===== src/rtl/alu_operand_stage_if.sv =====
// Operand-stage bundle: decode-side request, forwarding taps, and registered
// operand output toward the ALU.
interface alu_operand_stage_if #(
   parameter int WIDTH     = 32,
   parameter int NUM_SRC_A = 4,
   parameter int NUM_SRC_B = 4,
   parameter int SEL_A_W   = (NUM_SRC_A > 1) ? $clog2(NUM_SRC_A) : 1,
   parameter int SEL_B_W   = (NUM_SRC_B > 1) ? $clog2(NUM_SRC_B) : 1
);
   logic                       in_valid;
   logic                       in_ready;
   logic [SEL_A_W-1:0]         sel_a;
   logic [SEL_B_W-1:0]         sel_b;
   logic [NUM_SRC_A*WIDTH-1:0] src_a_bus;
   logic [NUM_SRC_B*WIDTH-1:0] src_b_bus;
   logic [4:0]                 rs1_addr;
   logic [4:0]                 rs2_addr;
   logic                       ex_fwd_en;
   logic [4:0]                 ex_fwd_rd;
   logic [WIDTH-1:0]           ex_fwd_data;
   logic                       mem_fwd_en;
   logic [4:0]                 mem_fwd_rd;
   logic [WIDTH-1:0]           mem_fwd_data;
   logic                       flush;
   logic                       out_valid;
   logic                       out_ready;
   logic [WIDTH-1:0]           src_a;
   logic [WIDTH-1:0]           src_b;
   logic                       sel_err;
   logic [1:0]                 fwd_hit;

   modport master (
      output in_valid, sel_a, sel_b, src_a_bus, src_b_bus, rs1_addr, rs2_addr,
             ex_fwd_en, ex_fwd_rd, ex_fwd_data, mem_fwd_en, mem_fwd_rd,
             mem_fwd_data, flush, out_ready,
      input  in_ready, out_valid, src_a, src_b, sel_err, fwd_hit
   );

   modport slave (
      input  in_valid, sel_a, sel_b, src_a_bus, src_b_bus, rs1_addr, rs2_addr,
             ex_fwd_en, ex_fwd_rd, ex_fwd_data, mem_fwd_en, mem_fwd_rd,
             mem_fwd_data, flush, out_ready,
      output in_ready, out_valid, src_a, src_b, sel_err, fwd_hit
   );
endinterface


===== src/rtl/alu_operand_stage.sv =====
// ALU operand select with EX/MEM forwarding, registered in a one-entry
// valid/ready stage. Parameters must match those of the connected interface.
module alu_operand_stage #(
   parameter int WIDTH     = 32,
   parameter int NUM_SRC_A = 4,
   parameter int NUM_SRC_B = 4,
   parameter int SEL_A_W   = (NUM_SRC_A > 1) ? $clog2(NUM_SRC_A) : 1,
   parameter int SEL_B_W   = (NUM_SRC_B > 1) ? $clog2(NUM_SRC_B) : 1
) (
   input  logic               clk,
   input  logic               rst_n,
   alu_operand_stage_if.slave bus
);

   typedef struct packed {
      logic [WIDTH-1:0] value;
      logic             err;
      logic             hit;
   } operand_t;

   // Only slot 0 carries register data, so only slot 0 is eligible for
   // forwarding; x0 is hard-wired zero and must never pick up a bypass.
   function automatic operand_t resolve(
      input logic             in_range,
      input logic             sel_is_zero,
      input logic [WIDTH-1:0] cand,
      input logic [4:0]       rs_addr,
      input logic             ex_en,
      input logic [4:0]       ex_rd,
      input logic [WIDTH-1:0] ex_data,
      input logic             mem_en,
      input logic [4:0]       mem_rd,
      input logic [WIDTH-1:0] mem_data
   );
      operand_t r;
      r.value = cand;
      r.err   = !in_range;
      r.hit   = 1'b0;
      if (in_range && sel_is_zero && (rs_addr != 5'd0)) begin
         if (ex_en && (ex_rd == rs_addr)) begin
            r.value = ex_data;
            r.hit   = 1'b1;
         end else if (mem_en && (mem_rd == rs_addr)) begin
            r.value = mem_data;
            r.hit   = 1'b1;
         end
      end
      return r;
   endfunction

   logic [WIDTH-1:0] cand_a;
   logic [WIDTH-1:0] cand_b;
   logic             in_range_a;
   logic             in_range_b;
   operand_t         op_a;
   operand_t         op_b;
   logic             accept;

   logic             out_valid_q;
   logic [WIDTH-1:0] src_a_q;
   logic [WIDTH-1:0] src_b_q;
   logic             sel_err_q;
   logic [1:0]       fwd_hit_q;

   always_comb begin
      // NOTE: every output of this block is defaulted first so that a select
      // value matching no candidate yields 0 instead of inferring a latch.
      cand_a     = '0;
      cand_b     = '0;
      in_range_a = 1'b0;
      in_range_b = 1'b0;
      for (int i = 0; i < NUM_SRC_A; i++) begin
         if (bus.sel_a == SEL_A_W'(i)) begin
            cand_a     = bus.src_a_bus[i*WIDTH +: WIDTH];
            in_range_a = 1'b1;
         end
      end
      for (int i = 0; i < NUM_SRC_B; i++) begin
         if (bus.sel_b == SEL_B_W'(i)) begin
            cand_b     = bus.src_b_bus[i*WIDTH +: WIDTH];
            in_range_b = 1'b1;
         end
      end
   end

   assign op_a = resolve(in_range_a, bus.sel_a == '0, cand_a, bus.rs1_addr,
                         bus.ex_fwd_en, bus.ex_fwd_rd, bus.ex_fwd_data,
                         bus.mem_fwd_en, bus.mem_fwd_rd, bus.mem_fwd_data);
   assign op_b = resolve(in_range_b, bus.sel_b == '0, cand_b, bus.rs2_addr,
                         bus.ex_fwd_en, bus.ex_fwd_rd, bus.ex_fwd_data,
                         bus.mem_fwd_en, bus.mem_fwd_rd, bus.mem_fwd_data);

   // in_ready deliberately ignores flush so upstream sees a stable handshake.
   assign bus.in_ready = !out_valid_q || bus.out_ready;
   assign accept       = bus.in_valid && bus.in_ready && !bus.flush;

   always_ff @(posedge clk or negedge rst_n) begin
      // NOTE: state updates use non-blocking assignments so every register
      // samples the pre-edge values regardless of statement order.
      if (!rst_n) begin
         out_valid_q <= 1'b0;
         src_a_q     <= '0;
         src_b_q     <= '0;
         sel_err_q   <= 1'b0;
         fwd_hit_q   <= 2'b00;
      end else begin
         if (bus.flush) begin
            out_valid_q <= 1'b0;
         end else if (accept) begin
            out_valid_q <= 1'b1;
         end else if (bus.out_ready) begin
            out_valid_q <= 1'b0;
         end

         if (accept) begin
            src_a_q   <= op_a.value;
            src_b_q   <= op_b.value;
            sel_err_q <= op_a.err | op_b.err;
            fwd_hit_q <= {op_b.hit, op_a.hit};
         end
      end
   end

   assign bus.out_valid = out_valid_q;
   assign bus.src_a     = src_a_q;
   assign bus.src_b     = src_b_q;
   assign bus.sel_err   = sel_err_q;
   assign bus.fwd_hit   = fwd_hit_q;

endmodule


===== src/flat_wrapper.sv =====
// flat-port wrapper written by rule: the top's interface ports become plain ports
module alu_operand_stage_flat 
#(
   parameter int WIDTH     = 32,
   parameter int NUM_SRC_A = 4,
   parameter int NUM_SRC_B = 4,
   parameter int SEL_A_W   = (NUM_SRC_A > 1) ? $clog2(NUM_SRC_A) : 1,
   parameter int SEL_B_W   = (NUM_SRC_B > 1) ? $clog2(NUM_SRC_B) : 1
)
  (clk, rst_n, bus_in_valid, bus_sel_a, bus_sel_b, bus_src_a_bus, bus_src_b_bus, bus_rs1_addr, bus_rs2_addr, bus_ex_fwd_en, bus_ex_fwd_rd, bus_ex_fwd_data, bus_mem_fwd_en, bus_mem_fwd_rd, bus_mem_fwd_data, bus_flush, bus_out_ready, bus_in_ready, bus_out_valid, bus_src_a, bus_src_b, bus_sel_err, bus_fwd_hit);
  alu_operand_stage_if #(.WIDTH(WIDTH), .NUM_SRC_A(NUM_SRC_A), .NUM_SRC_B(NUM_SRC_B), .SEL_A_W(SEL_A_W), .SEL_B_W(SEL_B_W)) bus_i ();
  input  logic clk;
  input  logic rst_n;
  input wire logic [$bits(bus_i.in_valid)-1:0] bus_in_valid;
  input wire logic [$bits(bus_i.sel_a)-1:0] bus_sel_a;
  input wire logic [$bits(bus_i.sel_b)-1:0] bus_sel_b;
  input wire logic [$bits(bus_i.src_a_bus)-1:0] bus_src_a_bus;
  input wire logic [$bits(bus_i.src_b_bus)-1:0] bus_src_b_bus;
  input wire logic [$bits(bus_i.rs1_addr)-1:0] bus_rs1_addr;
  input wire logic [$bits(bus_i.rs2_addr)-1:0] bus_rs2_addr;
  input wire logic [$bits(bus_i.ex_fwd_en)-1:0] bus_ex_fwd_en;
  input wire logic [$bits(bus_i.ex_fwd_rd)-1:0] bus_ex_fwd_rd;
  input wire logic [$bits(bus_i.ex_fwd_data)-1:0] bus_ex_fwd_data;
  input wire logic [$bits(bus_i.mem_fwd_en)-1:0] bus_mem_fwd_en;
  input wire logic [$bits(bus_i.mem_fwd_rd)-1:0] bus_mem_fwd_rd;
  input wire logic [$bits(bus_i.mem_fwd_data)-1:0] bus_mem_fwd_data;
  input wire logic [$bits(bus_i.flush)-1:0] bus_flush;
  input wire logic [$bits(bus_i.out_ready)-1:0] bus_out_ready;
  output wire logic [$bits(bus_i.in_ready)-1:0] bus_in_ready;
  output wire logic [$bits(bus_i.out_valid)-1:0] bus_out_valid;
  output wire logic [$bits(bus_i.src_a)-1:0] bus_src_a;
  output wire logic [$bits(bus_i.src_b)-1:0] bus_src_b;
  output wire logic [$bits(bus_i.sel_err)-1:0] bus_sel_err;
  output wire logic [$bits(bus_i.fwd_hit)-1:0] bus_fwd_hit;
  assign bus_i.in_valid = bus_in_valid;
  assign bus_i.sel_a = bus_sel_a;
  assign bus_i.sel_b = bus_sel_b;
  assign bus_i.src_a_bus = bus_src_a_bus;
  assign bus_i.src_b_bus = bus_src_b_bus;
  assign bus_i.rs1_addr = bus_rs1_addr;
  assign bus_i.rs2_addr = bus_rs2_addr;
  assign bus_i.ex_fwd_en = bus_ex_fwd_en;
  assign bus_i.ex_fwd_rd = bus_ex_fwd_rd;
  assign bus_i.ex_fwd_data = bus_ex_fwd_data;
  assign bus_i.mem_fwd_en = bus_mem_fwd_en;
  assign bus_i.mem_fwd_rd = bus_mem_fwd_rd;
  assign bus_i.mem_fwd_data = bus_mem_fwd_data;
  assign bus_i.flush = bus_flush;
  assign bus_i.out_ready = bus_out_ready;
  assign bus_in_ready = bus_i.in_ready;
  assign bus_out_valid = bus_i.out_valid;
  assign bus_src_a = bus_i.src_a;
  assign bus_src_b = bus_i.src_b;
  assign bus_sel_err = bus_i.sel_err;
  assign bus_fwd_hit = bus_i.fwd_hit;
  alu_operand_stage #(.WIDTH(WIDTH), .NUM_SRC_A(NUM_SRC_A), .NUM_SRC_B(NUM_SRC_B), .SEL_A_W(SEL_A_W), .SEL_B_W(SEL_B_W)) u_core (.clk(clk), .rst_n(rst_n), .bus(bus_i));
endmodule

===== config.mk =====
export PLATFORM = sky130hd
export DESIGN_NAME = alu_operand_stage_flat
export DESIGN_NICKNAME = d
export VERILOG_FILES = /design/src/rtl/alu_operand_stage_if.sv /design/src/rtl/alu_operand_stage.sv /design/src/flat_wrapper.sv
export SDC_FILE = /design/constraint.sdc
export NUM_CORES = 1
export LEC_CHECK = 0
export CAP_MARGIN = 20
export CORE_AREA = 2 2 161 163
export CTS_BUF_LIST = sky130_fd_sc_hd__clkbuf_8
export DETAILED_ROUTE_END_ITERATION = 8
export DIE_AREA = 0 0 163 165
export SYNTH_ARGS = -nofsm -noshare
export SYNTH_HDL_FRONTEND = slang
export SYNTH_SLANG_ARGS = --single-unit

===== constraint.sdc =====
create_clock -name clk -period 2.9 [get_ports clk]
set_clock_uncertainty 0.2 [all_clocks]
set_input_delay 0.435 -clock clk [delete_from_list [all_inputs] [get_ports clk]]
set_output_delay 0.435 -clock clk [all_outputs]
set_load 0.01 [all_outputs]

==> flow_summary.yaml <==
die:
  core-area_mm2: 0.0250
  die-area_mm2: 0.0269
  fp-row-count: 58
  chipWidth_um: 163
  io_pins: 420
  start_util: 0.228
  die_h_um: 165
route:
  drt_pass1_iterations: 4
  drtAntennaViolNets: 0
  post-route-drc-count: 0
  vias: 6202
  drtIter0Drc: 288
  wirelength_um: 28100
  post_drt_via_cell_ratio: 4.88
  routedWlPerCell_um: 22.1
cts:
  cts_resized: 0
  clk_pin_slew_ps: 80
  clk_latency_ps: 350
  htree_levels: 3
  root_buffer: "clkbuf_8"
  clock_sinks: 68
  cts_tree: "yes"
  hold_buffers: 0
  clk_path_buf_depth: 2
  numCtsBuffers: 9
  post_cts_buffers: 0
timing:
  fin_crit_sh: 0.849
  final-hold-violation-count: 0
  fmax_mhz: 406
  tightest_slew_ps: 956
  rsz0062_at_grt: "false"
  maxSlewViolCount: 0
  setup-tns-final_ps: 0
  finalCriticalPeriod_ps: 2460
  setup_viol: 0
  slew_headroom: 0.362
synth:
  synth-edff-count: 0
  ys_ff_latch: 68
  yosysWarnings: 0
  syn_inst: 521
  yosysSeqAreaShare: 0.298
  synth-main-ff-cell: "dfrtp_1"
  synth_area_per_cell_um2: 11.0
  netlist_area_mm2: 0.00571
  async_flop_share: 1.00
  synth.distinct_cells: 38
  syn-num-nets: 872
pwr:
  internal_power_mw: 2.59
  p_sw_frac: 0.308
  pwr-share-comb: 0.462
  power_density_mw_per_mm2: 351
  clkPwrFrac: 0.210
  power_frac_seq: 0.328
  peakVddDrop_uv: 219
  switchingPower_mw: 1.15
  p_leak_nw: 4.04
finish:
  final_area_mm2: 0.0107
  drive_above_1_share: 0.140
  regArea_mm2: 0.00170
  postLayoutCoreUtil: 0.425
  area_growth_pct: 86.5
  final_cell_mix: "clkdlybuf4s50_1 (414), mux2i_1 (75), nor2_1 (71), dfrtp_1 (68), mux4_2 (64)"
  mostFrequentLayoutCell: "clkdlybuf4s50_1"
  multi_input_area_mm2: 0.00375
  n_fill_cell: 2487
  final_nets: 1287
critical_path:
  r2r_start: "u_core.bus.out_valid"
  r2r_end: "u_core.bus.src_b[18]"
  r2r_slack_ps: 720
  cp.required_ps: 2890
  worstSetupStartpointType: "input port"
  crit_type: "in2reg"
  critical_path_peak_fanout: 15
  startpoint: "bus_rs2_addr[3]"
  crit_path_end_kind: "flop"
  worst_ep_arrival_time_ps: 2450
  worstRegToRegCells: 6
  crit_end: "u_core.bus.src_b[18]"
grt:
  grt_pass1_vias: 6692
  antenna_found_initial: 1
  grt_first_pass_wirelength_um: 40500
  grtUsageTotal: 0.204
  grt.overflow.total: 0
  grt_max_degree: 69
place:
  dp_hpwl_um: 23100
  finalWeightedCongestion: 0.792
  io_buffers: 419
  place_area_mm2: 0.0105
status:
  status: "completed"
worst_hold_path:
  hp-class: "in2async"
run:
  cap_violations: 0
## worst min path at each step
stage	from	to	slack, ps	cells past startpoint
floorplan	rst_n	u_core.bus.fwd_hit[0]	-60	0
global placement	u_core.bus.fwd_hit[1]	u_core.bus.fwd_hit[1]	260	2
detailed placement	u_core.bus.sel_err	u_core.bus.sel_err	270	1
CTS	rst_n	u_core.bus.src_a[29]	50	1
global route	rst_n	u_core.bus.src_a[29]	90	1
finish	rst_n	u_core.bus.src_a[29]	30	1
## metrics by stage
step           instances  power (mW)  worst slack, ps  hold slack [ps]
3_5_place_dp        1255        3.00             61.9              271
5_1_grt             1272        3.94              380             85.1
4_1_cts             1271        3.81              462             51.8
6_report            1272        3.74              439             28.0
2_1_floorplan        521        1.87              752            -60.6
3_3_place_gp        1255        2.97              125              262
## area by class of cell
type	count	share of cell area
inverters	17	0.00599
well taps	330	0.0388
diodes	1	0.000235
flip-flops and latches	68	0.160
multi-input cells	387	0.352
repair buffers	453	0.426
clock inverters	7	0.00552
clock buffers	9	0.0116
## synthesized netlist by cell type, types with 2 or more instances
cell       number  area, µm²
a211oi_1       17        128
a21oi_1        20        100
a311oi_1        2       17.5
and2_1          5       31.3
and3_1          2       12.5
buf_1           2       7.51
buf_2          16       80.1
buf_4           2       15.0
buf_6           2       22.5
clkbuf_1       27        101
dfrtp_1        68       1700
inv_1          17       63.8
mux2i_1        75        751
mux4_2         64       1440
nand2_1         8       30.0
nand4_1         2       12.5
nor2_1         72        270
nor3_1         21        105
nor4_2          2       25.0
o21ai_0        20        100
o21ai_1         4       20.0
o2bb2ai_1      17        149
o311a_1        21        210
or3_1           3       18.8
xnor2_1        12        105
xor2_1          8       70.1
## cell families after synthesis
group           share of synthesized area
flops                               0.298
compound gates                      0.138
xor+xnor                           0.0307
simple gates                       0.0986
buf+inv                            0.0508
mux                                 0.384
## routing by layer
| layer | up-vias | track usage | wire length [µm] |
|---|---|---|---|
| li1 | 2859 | - | - |
| met1 | 3025 | 0.241 | 10700 |
| met2 | 295 | 0.371 | 14500 |
| met3 | 23 | 0.0517 | 2460 |
| met4 | 0 | 0.0459 | 461 |
| met5 | - | 0 | 0 |
## sequential cells by signal, summed over array words and instances, names as in the netlist
name and cells:
u_core.bus.fwd_hit 2, u_core.bus.out_valid 1, u_core.bus.sel_err 1, u_core.bus.src_a 32, u_core.bus.src_b 32
## power groups by stage
| stage | Sequential, mW | Combinational, mW | Clock (mW) |
|---|---|---|---|
| after global placement | 1.24 | 1.73 | 0 |
| final | 1.23 | 1.73 | 0.785 |
| after floorplan | 1.32 | 0.553 | 0 |
| after CTS | 1.23 | 1.75 | 0.826 |
| after detailed placement | 1.25 | 1.75 | 0 |
| after global routing | 1.25 | 1.85 | 0.847 |
## critical path: stages
cell and delay (ps):
clkdlybuf4s50_1 550, xor2_1 210, nor4_2 90, a2bb2o_2 290, a21oi_2 700, a211oi_1 170
Power figures use the tool's default switching activity.
